File: config.mk
export PLATFORM = sky130hd
export DESIGN_NAME = ex_mem_pipe_reg
export DESIGN_NICKNAME = d
export VERILOG_FILES = /design/src/rtl/ex_mem_pkg.sv /design/src/rtl/ex_mem_slot.sv /design/src/rtl/ex_mem_pipe_reg.sv
export SDC_FILE = /design/constraint.sdc
export NUM_CORES = 1
export LEC_CHECK = 0
export ABC_AREA = 1
export ABC_CLOCK_PERIOD_IN_PS = 1710
export CAP_MARGIN = 20
export CORE_AREA = 2 2 142 144
export DETAILED_ROUTE_END_ITERATION = 6
export DIE_AREA = 0 0 144 146
export PLACE_DENSITY = 0.78
export SLEW_MARGIN = 30
export SYNTH_ARGS = -nofsm -noshare
export SYNTH_HDL_FRONTEND = slang
export SYNTH_HIERARCHICAL = 1
export SYNTH_SLANG_ARGS = --single-unit
File: constraint.sdc
create_clock -name clk -period 1.71 [get_ports clk]
set_input_delay 0.342 -clock clk [delete_from_list [all_inputs] [get_ports clk]]
set_output_delay 0.342 -clock clk [all_outputs]
set_load 0.02 [all_outputs]
File: src/rtl/ex_mem_pkg.sv
// Shared types for the EX->MEM pipeline register: control bundle, zero-register id and bubble gating.
package ex_mem_pkg;

    typedef struct packed {
        logic RegWrite;
        logic MemtoReg;
        logic MemWrite;
        logic MemRead;
    } ex_mem_ctrl_t;

    localparam int CTRL_W   = $bits(ex_mem_ctrl_t);
    localparam int ZERO_REG = 0;

    // A bubble must never carry live control into MEM/WB.
    function automatic ex_mem_ctrl_t gate_ctrl(input ex_mem_ctrl_t ctrl, input logic valid);
        return valid ? ctrl : '0;
    endfunction

endpackage

File: src/rtl/ex_mem_slot.sv
// One pipeline entry: valid bit plus payload with clear > load > drop priority.
module ex_mem_slot #(
    parameter int W = 8
) (
    input  logic         clk,
    input  logic         reset,
    input  logic         clear_i,
    input  logic         load_i,
    input  logic         drop_i,
    input  logic [W-1:0] data_i,
    output logic         valid_o,
    output logic [W-1:0] data_o
);

    logic         valid_q, valid_d;
    logic [W-1:0] data_q, data_d;

    always_comb begin
        valid_d = valid_q;
        data_d  = data_q;
        if (clear_i) begin
            valid_d = 1'b0;
        end else if (load_i) begin
            valid_d = 1'b1;
            data_d  = data_i;
        end else if (drop_i) begin
            valid_d = 1'b0;
        end
    end

    always_ff @(posedge clk) begin
        if (reset) begin
            valid_q <= 1'b0;
            data_q  <= '0;
        end else begin
            valid_q <= valid_d;
            data_q  <= data_d;
        end
    end

    assign valid_o = valid_q;
    assign data_o  = data_q;

endmodule

File: src/rtl/ex_mem_pipe_reg.sv
// EX->MEM pipeline register with valid/ready, flush, forwarding tap and saturating stall counter.
// Define EX_MEM_SKID_EN to add a skid entry so in_ready no longer depends combinationally on out_ready.
module ex_mem_pipe_reg
    import ex_mem_pkg::*;
#(
    parameter int XLEN        = 64,
    parameter int RADDR_W     = 5,
    parameter int STALL_CNT_W = 16
) (
    input  logic                   clk,
    input  logic                   reset,
    input  logic                   flush,
    input  logic                   in_valid,
    output logic                   in_ready,
    input  logic                   RegWrite,
    input  logic                   MemtoReg,
    input  logic                   MemWrite,
    input  logic                   MemRead,
    input  logic [XLEN-1:0]        AluResult,
    input  logic [XLEN-1:0]        Datain,
    input  logic [RADDR_W-1:0]     Rd_in,
    output logic                   out_valid,
    input  logic                   out_ready,
    output logic                   RegWrite_Out,
    output logic                   MemtoReg_Out,
    output logic                   MemWrite_Out,
    output logic                   MemRead_Out,
    output logic [XLEN-1:0]        AluOut,
    output logic [XLEN-1:0]        DataOut,
    output logic [RADDR_W-1:0]     Rd_out,
    output logic                   fwd_valid,
    output logic [RADDR_W-1:0]     fwd_rd,
    output logic [XLEN-1:0]        fwd_data,
    output logic [STALL_CNT_W-1:0] stall_cnt
);

    typedef struct packed {
        ex_mem_ctrl_t        ctrl;
        logic [XLEN-1:0]     alu;
        logic [XLEN-1:0]     data;
        logic [RADDR_W-1:0]  rd;
    } ex_mem_payload_t;

    localparam int PAYLOAD_W = $bits(ex_mem_payload_t);

    ex_mem_payload_t        inPayload, mainPayload;
    ex_mem_ctrl_t           ctrlOut;
    logic                   mainValid, mainLoad, mainDrop, accept;
    ex_mem_payload_t        mainD;
    logic [STALL_CNT_W-1:0] stallCnt_q, stallCnt_d;

    always_comb begin
        inPayload               = '0;
        inPayload.ctrl.RegWrite = RegWrite;
        inPayload.ctrl.MemtoReg = MemtoReg;
        inPayload.ctrl.MemWrite = MemWrite;
        inPayload.ctrl.MemRead  = MemRead;
        inPayload.alu           = AluResult;
        inPayload.data          = Datain;
        inPayload.rd            = Rd_in;
    end

    assign accept = in_valid & in_ready & ~flush;

`ifdef EX_MEM_SKID_EN
    ex_mem_payload_t skidPayload;
    logic            skidValid, skidLoad, skidDrop, mainFree;

    // The skid entry always holds the younger instruction, so it refills main before anything new.
    assign in_ready = ~reset & ~skidValid;
    assign mainFree = ~mainValid | out_ready;
    assign mainLoad = skidValid ? out_ready : (accept & mainFree);
    assign mainD    = skidValid ? skidPayload : inPayload;
    assign mainDrop = out_ready;
    assign skidLoad = ~skidValid & accept & ~mainFree;
    assign skidDrop = skidValid & out_ready;

    ex_mem_slot #(.W(PAYLOAD_W)) u_skid (
        .clk     (clk),
        .reset   (reset),
        .clear_i (flush),
        .load_i  (skidLoad),
        .drop_i  (skidDrop),
        .data_i  (inPayload),
        .valid_o (skidValid),
        .data_o  (skidPayload)
    );
`else
    assign in_ready = ~reset & (~mainValid | out_ready);
    assign mainLoad = accept;
    assign mainD    = inPayload;
    assign mainDrop = out_ready;
`endif

    ex_mem_slot #(.W(PAYLOAD_W)) u_main (
        .clk     (clk),
        .reset   (reset),
        .clear_i (flush),
        .load_i  (mainLoad),
        .drop_i  (mainDrop),
        .data_i  (mainD),
        .valid_o (mainValid),
        .data_o  (mainPayload)
    );

    always_comb begin
        stallCnt_d = stallCnt_q;
        if (mainValid && !out_ready && (stallCnt_q != '1)) begin
            stallCnt_d = stallCnt_q + STALL_CNT_W'(1);
        end
    end

    always_ff @(posedge clk) begin
        if (reset) begin
            stallCnt_q <= '0;
        end else begin
            stallCnt_q <= stallCnt_d;
        end
    end

    assign ctrlOut      = gate_ctrl(mainPayload.ctrl, mainValid);
    assign out_valid    = mainValid;
    assign RegWrite_Out = ctrlOut.RegWrite;
    assign MemtoReg_Out = ctrlOut.MemtoReg;
    assign MemWrite_Out = ctrlOut.MemWrite;
    assign MemRead_Out  = ctrlOut.MemRead;
    assign AluOut       = mainPayload.alu;
    assign DataOut      = mainPayload.data;
    assign Rd_out       = mainPayload.rd;
    // Loads are excluded: their data only exists after the memory access.
    assign fwd_valid    = ctrlOut.RegWrite & ~ctrlOut.MemtoReg & (mainPayload.rd != RADDR_W'(ZERO_REG));
    assign fwd_rd       = mainPayload.rd;
    assign fwd_data     = mainPayload.alu;
    assign stall_cnt    = stallCnt_q;

endmodule

Yosys cells after proc, flatten, opt, wreduce, memory -nomap -nowiden
Index checks and enable logic that the tools add are counted.
{"block": "classes", "n_mux": 3, "add_sub_neg": 1, "div_mod_pow": 0, "bitwise_logic": 10, "eq_ne": 1, "n_shift": 0, "magnitude_cmp": 0, "n_mul": 0, "n_reduce_logical": 7}
{"op": "16-bit by 1-bit adder with 16-bit output (second input constant)", "count": 1}
{"op": "16-bit != test (second input constant)", "count": 1}
{"op": "1-bit bitwise AND", "count": 5}
{"op": "5-bit nonzero test", "count": 1}
{"op": "4-bit 2-to-1 mux", "count": 1}
{"op": "1-bit inverter", "count": 4}
{"op": "1-bit logical AND", "count": 2}
{"op": "1-bit 2-to-1 mux", "count": 2}
{"op": "2-bit AND reduction", "count": 1}
{"op": "2-bit nonzero test", "count": 1}
{"op": "2-bit OR reduction", "count": 1}
{"op": "1-bit logical NOT", "count": 1}
{"op": "1-bit bitwise OR", "count": 1}
{"block": "totals", "memories": 0, "ramBits": 0, "in_bits": 142, "wordCells": 25, "latch_bits": 0, "mem_bits_ro": 0, "regBits": 154}

Logic depth before layout (Yosys ltp)
{"block": "depth", "depth_word": 6, "ltp_mapped": 12, "mapped_depth_nobuf": 10}

By module
The synthesis kept the hierarchy.
{"mod": "ex_mem_slot", "instances": 1, "area_each_um2": 5853.1, "seq_area_each_um2": 2762.6, "cells_each": 891}
{"mod": "ex_mem_pipe_reg", "instances": 1, "area_each_um2": 1526.5, "seq_area_each_um2": 320.3, "cells_each": 237}

Least setup slack after synthesis
OpenSTA, ideal clock, no wires.
{"block": "synth_timing", "kind": "reg2reg", "from": "reg u_main.valid_q (netlist: u_main/valid_o)", "to": "reg u_main.data_q[113] (netlist: u_main/data_o[113])", "synth_period_minus_slack_ns": 1.926, "required_time_ns": 1.597, "stages_incl_launch_ff": 11, "setup_time_ns": 0.113, "setup_slack_ns": -0.216, "path_buffers": 2, "arrival_time_ns": 1.813, "cell_sequence": "dfxtp_1 -> nand2_1 -> inv_1 -> nor2_1 -> nand2_1 -> nor2_1 -> buf_2 -> buf_2 -> nand3_1 -> nand2_1 -> nor2_1"}
{"block": "synth_between", "elab_chain_len": 6}
{"item": "start, declared", "line": "ex_mem_slot.sv:15", "source": "logic valid_q, valid_d;"}
{"item": "start signal, assigned", "line": "ex_mem_slot.sv:36", "source": "valid_q <= valid_d;"}
{"item": "1-bit inverter", "line": "ex_mem_pipe_reg.sv:89", "source": "assign in_ready = ~reset & (~mainValid | out_ready);"}
{"item": "1-bit bitwise OR", "line": "ex_mem_pipe_reg.sv:89"}
{"item": "1-bit bitwise AND", "line": "ex_mem_pipe_reg.sv:89"}
{"item": "named net in_ready", "line": "ex_mem_pipe_reg.sv:14", "source": "output logic in_ready,"}
{"item": "1-bit bitwise AND (2 in a row)", "line": "ex_mem_pipe_reg.sv:63", "source": "assign accept = in_valid & in_ready & ~flush;"}
{"item": "named net accept", "line": "ex_mem_pipe_reg.sv:48", "source": "logic mainValid, mainLoad, mainDrop, accept;"}
{"item": "2-bit AND reduction (no source line)"}
{"item": "end signal, assigned", "line": "ex_mem_slot.sv:37", "source": "data_q <= data_d;"}
{"item": "end, declared", "line": "ex_mem_slot.sv:16", "source": "logic [W-1:0] data_q, data_d;"}
The timed path passes the listed nets, and every way through them passes these cells.
A chain may end at the register's enable or synchronous reset.

Worst setup path in the final report
{"block": "layout_timing", "from": "reg u_main.valid_q (netlist: u_main/valid_o)", "to": "reg u_main.data_q[111] (netlist: u_main/data_o[111])"}
{"block": "layout_between", "elab_chain_len": 6}
{"item": "1-bit inverter", "line": "ex_mem_pipe_reg.sv:89"}
{"item": "1-bit bitwise OR", "line": "ex_mem_pipe_reg.sv:89"}
{"item": "1-bit bitwise AND", "line": "ex_mem_pipe_reg.sv:89"}
{"item": "1-bit bitwise AND (2 in a row)", "line": "ex_mem_pipe_reg.sv:63"}
{"item": "named net accept", "line": "ex_mem_pipe_reg.sv:48"}
{"item": "2-bit AND reduction (no source line)"}
The timed path passes the listed nets, and every way through them passes these cells.

==> flow_metrics.py <==
metrics = {
    "global_routing": {
        "antenna_found_initial": 1,
        "grt_max_degree": 57,
        "grt_util_met1": 0.235,
        "grt_pass1_vias": 6945,
        "met3_usage": 0.0579,
        "grt_util_met2": 0.371,
        "grt_pass1_wl_mm": 35.3,
        "grt_usage": 0.210,
        "busiest_layer": "met2",
        "grt.overflow.total": 0,
    },
    "setup_path": {
        "cp_common_cell": "nor2_4",
        "crit_type": "register to register",
        "cp.required_ns": 2.06,
        "cp_cell_sequence": "buf_6 -> nand2_4 -> inv_4 -> nor2_4 -> nand2_2 -> nor2_4 -> inv_2 -> nor2_4 -> buf_12 -> clkbuf_16 -> clkbuf_16 -> nor2_4 -> nor2_1",
        "cp_slowest_cell": "dfxtp_4",
        "cp_max_fo": 5,
        "cp-start-kind": "register",
        "max_stage_delay_ns": 0.36,
        "arrival_ns": 2.06,
        "crit_path_end_kind": "register",
    },
    "timing": {
        "finalMaxSlewViolations": 0,
        "skew_ns": 0.0104,
        "rsz0062_at_grt": "true",
        "worstMarginPinSlew_ns": 0.288,
        "hold_viol": 0,
        "post-route-min-period_ns": 1.71,
        "max_freq_mhz": 586,
        "fin_crit_sh": 0.999,
        "hold_slack_ns": 0.469,
        "finalSetupViolCount": 0,
        "relSlewSlack": 0.807,
    },
    "yosys": {
        "ys_seq_area_frac": 0.418,
        "synth_fp_nets": 1271,
        "synth-seq-cells": 154,
        "syn_inst": 1128,
        "avgSynthCellArea_um2": 6.54,
        "synth_warnings": 6,
        "ys_types": 24,
        "synth_top_area_share": 0.418,
        "netlist_top_cells_area": "dfxtp_1 42%, nor2_1 16%, nand3_1 10%",
        "synth_top_cell_by_area": "dfxtp_1",
        "netlist_area_um2": 7380,
    },
    "flow_run": {
        "drv_cap": 0,
    },
    "clock_tree": {
        "cts_buffers": 17,
        "cts_tree": "yes",
        "path_clk_slew_ns": 0.06,
        "ctsHtreeMaxLevel": 4,
        "cts_hold_buf": 0,
        "cts.path.max_buffers": 2,
        "clock_latency_ns": 0.42,
        "clock-root-buffer": "clkbuf_16",
        "cts_num_sinks": 154,
    },
    "detailed_routing": {
        "ant_nets": 0,
        "drc_errors": 0,
        "routed_wl_mm": 23.5,
        "post_drt_wl_per_cell_um": 13.7,
        "drt-initial-drc-count": 299,
        "via_per_inst": 4.48,
        "drt_pass1_iterations": 5,
        "vias": 7651,
    },
    "power_and_ir_drop": {
        "p_leak_uw": 0.00628,
        "ir_drop_mv": 0.641,
        "powerDensity_nw_per_um2": 749,
    },
    "layout": {
        "layout-drive-gt1-share": 0.0998,
        "final_cell_area_um2": 11800,
        "finish.net_count": 1573,
        "syn_to_final_growth_pct": 59.3,
        "layout_commonest_cell": "nor2_1",
        "layout_common_cells": "270 x nor2_1, 221 x dlygate4sd2_1, 187 x nand2_1",
        "fin_cells": 1709,
    },
    "floorplan": {
        "chipWidth_um": 144,
        "die_h_um": 146,
        "rows": 51,
        "io_pins": 367,
        "coreArea_um2": 19300,
        "start_util": 0.382,
        "dieArea_um2": 21000,
    },
    "place": {
        "placed_area_um2": 11100,
        "dp.cells": 1668,
        "gp_congestion": 0.854,
        "dp_hpwl_mm": 16.6,
        "port_buffers": 366,
    },
    "run_status": {
        "status": "completed",
    },
    "min_path": {
        "hold_path.class": "register to register",
    },
}
-- flip-flops by register name, indices dropped and copies added, names as in the netlist --
name and flops:
u_main/data_o 137, u_main/valid_o 1, stall_cnt 16
-- cell type report --
class                   count  area (um^2)
fillers                  1812         7580
clock inverters            12          115
clock buffers              20          437
multi-input cells         682         3100
flip-flops and latches    154         3090
repair buffers            414         4070
inverters                 161          612
diodes                      1         2.50
well taps                 265          332
-- cells by family after synthesis --
group	after synthesis	synth area share
flops	154	0.418
buf+inv	292	0.197
compound gates	12	0.00831
fa+ha+maj	1	0.00170
simple gates	669	0.375
-- through the flow --
stage	power, uW	utilization	TNS, ns	setup WS, ns
2_1_floorplan	4590	-	0	0.00559
3_3_place_gp	5320	0.572	-38.45	-0.315
3_5_place_dp	5340	0.572	-42.67	-0.359
4_1_cts	8800	0.586	0	0.00132
5_1_grt	9160	0.608	-4.10	-0.0903
6_report	8810	0.608	0	0.00220
-- cell usage after synthesis --
library cell and n:
dfxtp_1 154, buf_4 79, nand4_1 2, a31oi_1 1, ha_1 1, nand3_1 150, nand2_2 1, nand3_2 1
clkbuf_4 2, buf_1 12, nor2_4 4, buf_6 1, clkbuf_1 1, buf_2 36, nor2_1 317, inv_1 159
nor2_2 2, nor3b_1 1, inv_2 1, a21oi_1 11, nand2_1 189, nand4_4 1, clkinv_1 1, nor3_1 1
-- power breakdown --
group	switching (uW)	internal [uW]	total [uW]
combinational	725	707	1430
sequential	83.1	3700	3780
clock	1580	2020	3600
-- path summary, 6_finish.rpt --
check	start	endpoint	slack, ns	depth (start not counted)
worst max-delay path	u_main/valid_o	u_main/data_o[111]	0.002	13
worst max register to register	u_main/valid_o	u_main/data_o[111]	0.002	13
worst min-delay path	u_main/data_o[9]	u_main/data_o[9]	0.47	2
worst min register to register	u_main/data_o[9]	u_main/data_o[9]	0.47	2
-- timing repair --
action | 4_1_cts | 5_1_grt
pin swaps | 0 | 46
gates cloned | 0 | 6
endpoints found under the setup margin | 233 | 139
buffers inserted | 0 | 2
resized for setup | 231 | 82
-- worst max-delay path: cells and delay by family (launching register included) --
kind          cells  cell delay [ns]
simple gates      7             0.60
buf+inv           6             0.68
flops             1             0.36
-- metal layers --
layer | wire length [um] | vias to the layer above
met5 | 0 | -
met4 | 719 | 0
met3 | 1710 | 49
met2 | 12200 | 258
met1 | 8830 | 3437
li1 | - | 3907
Power figures use the tool's default switching activity.
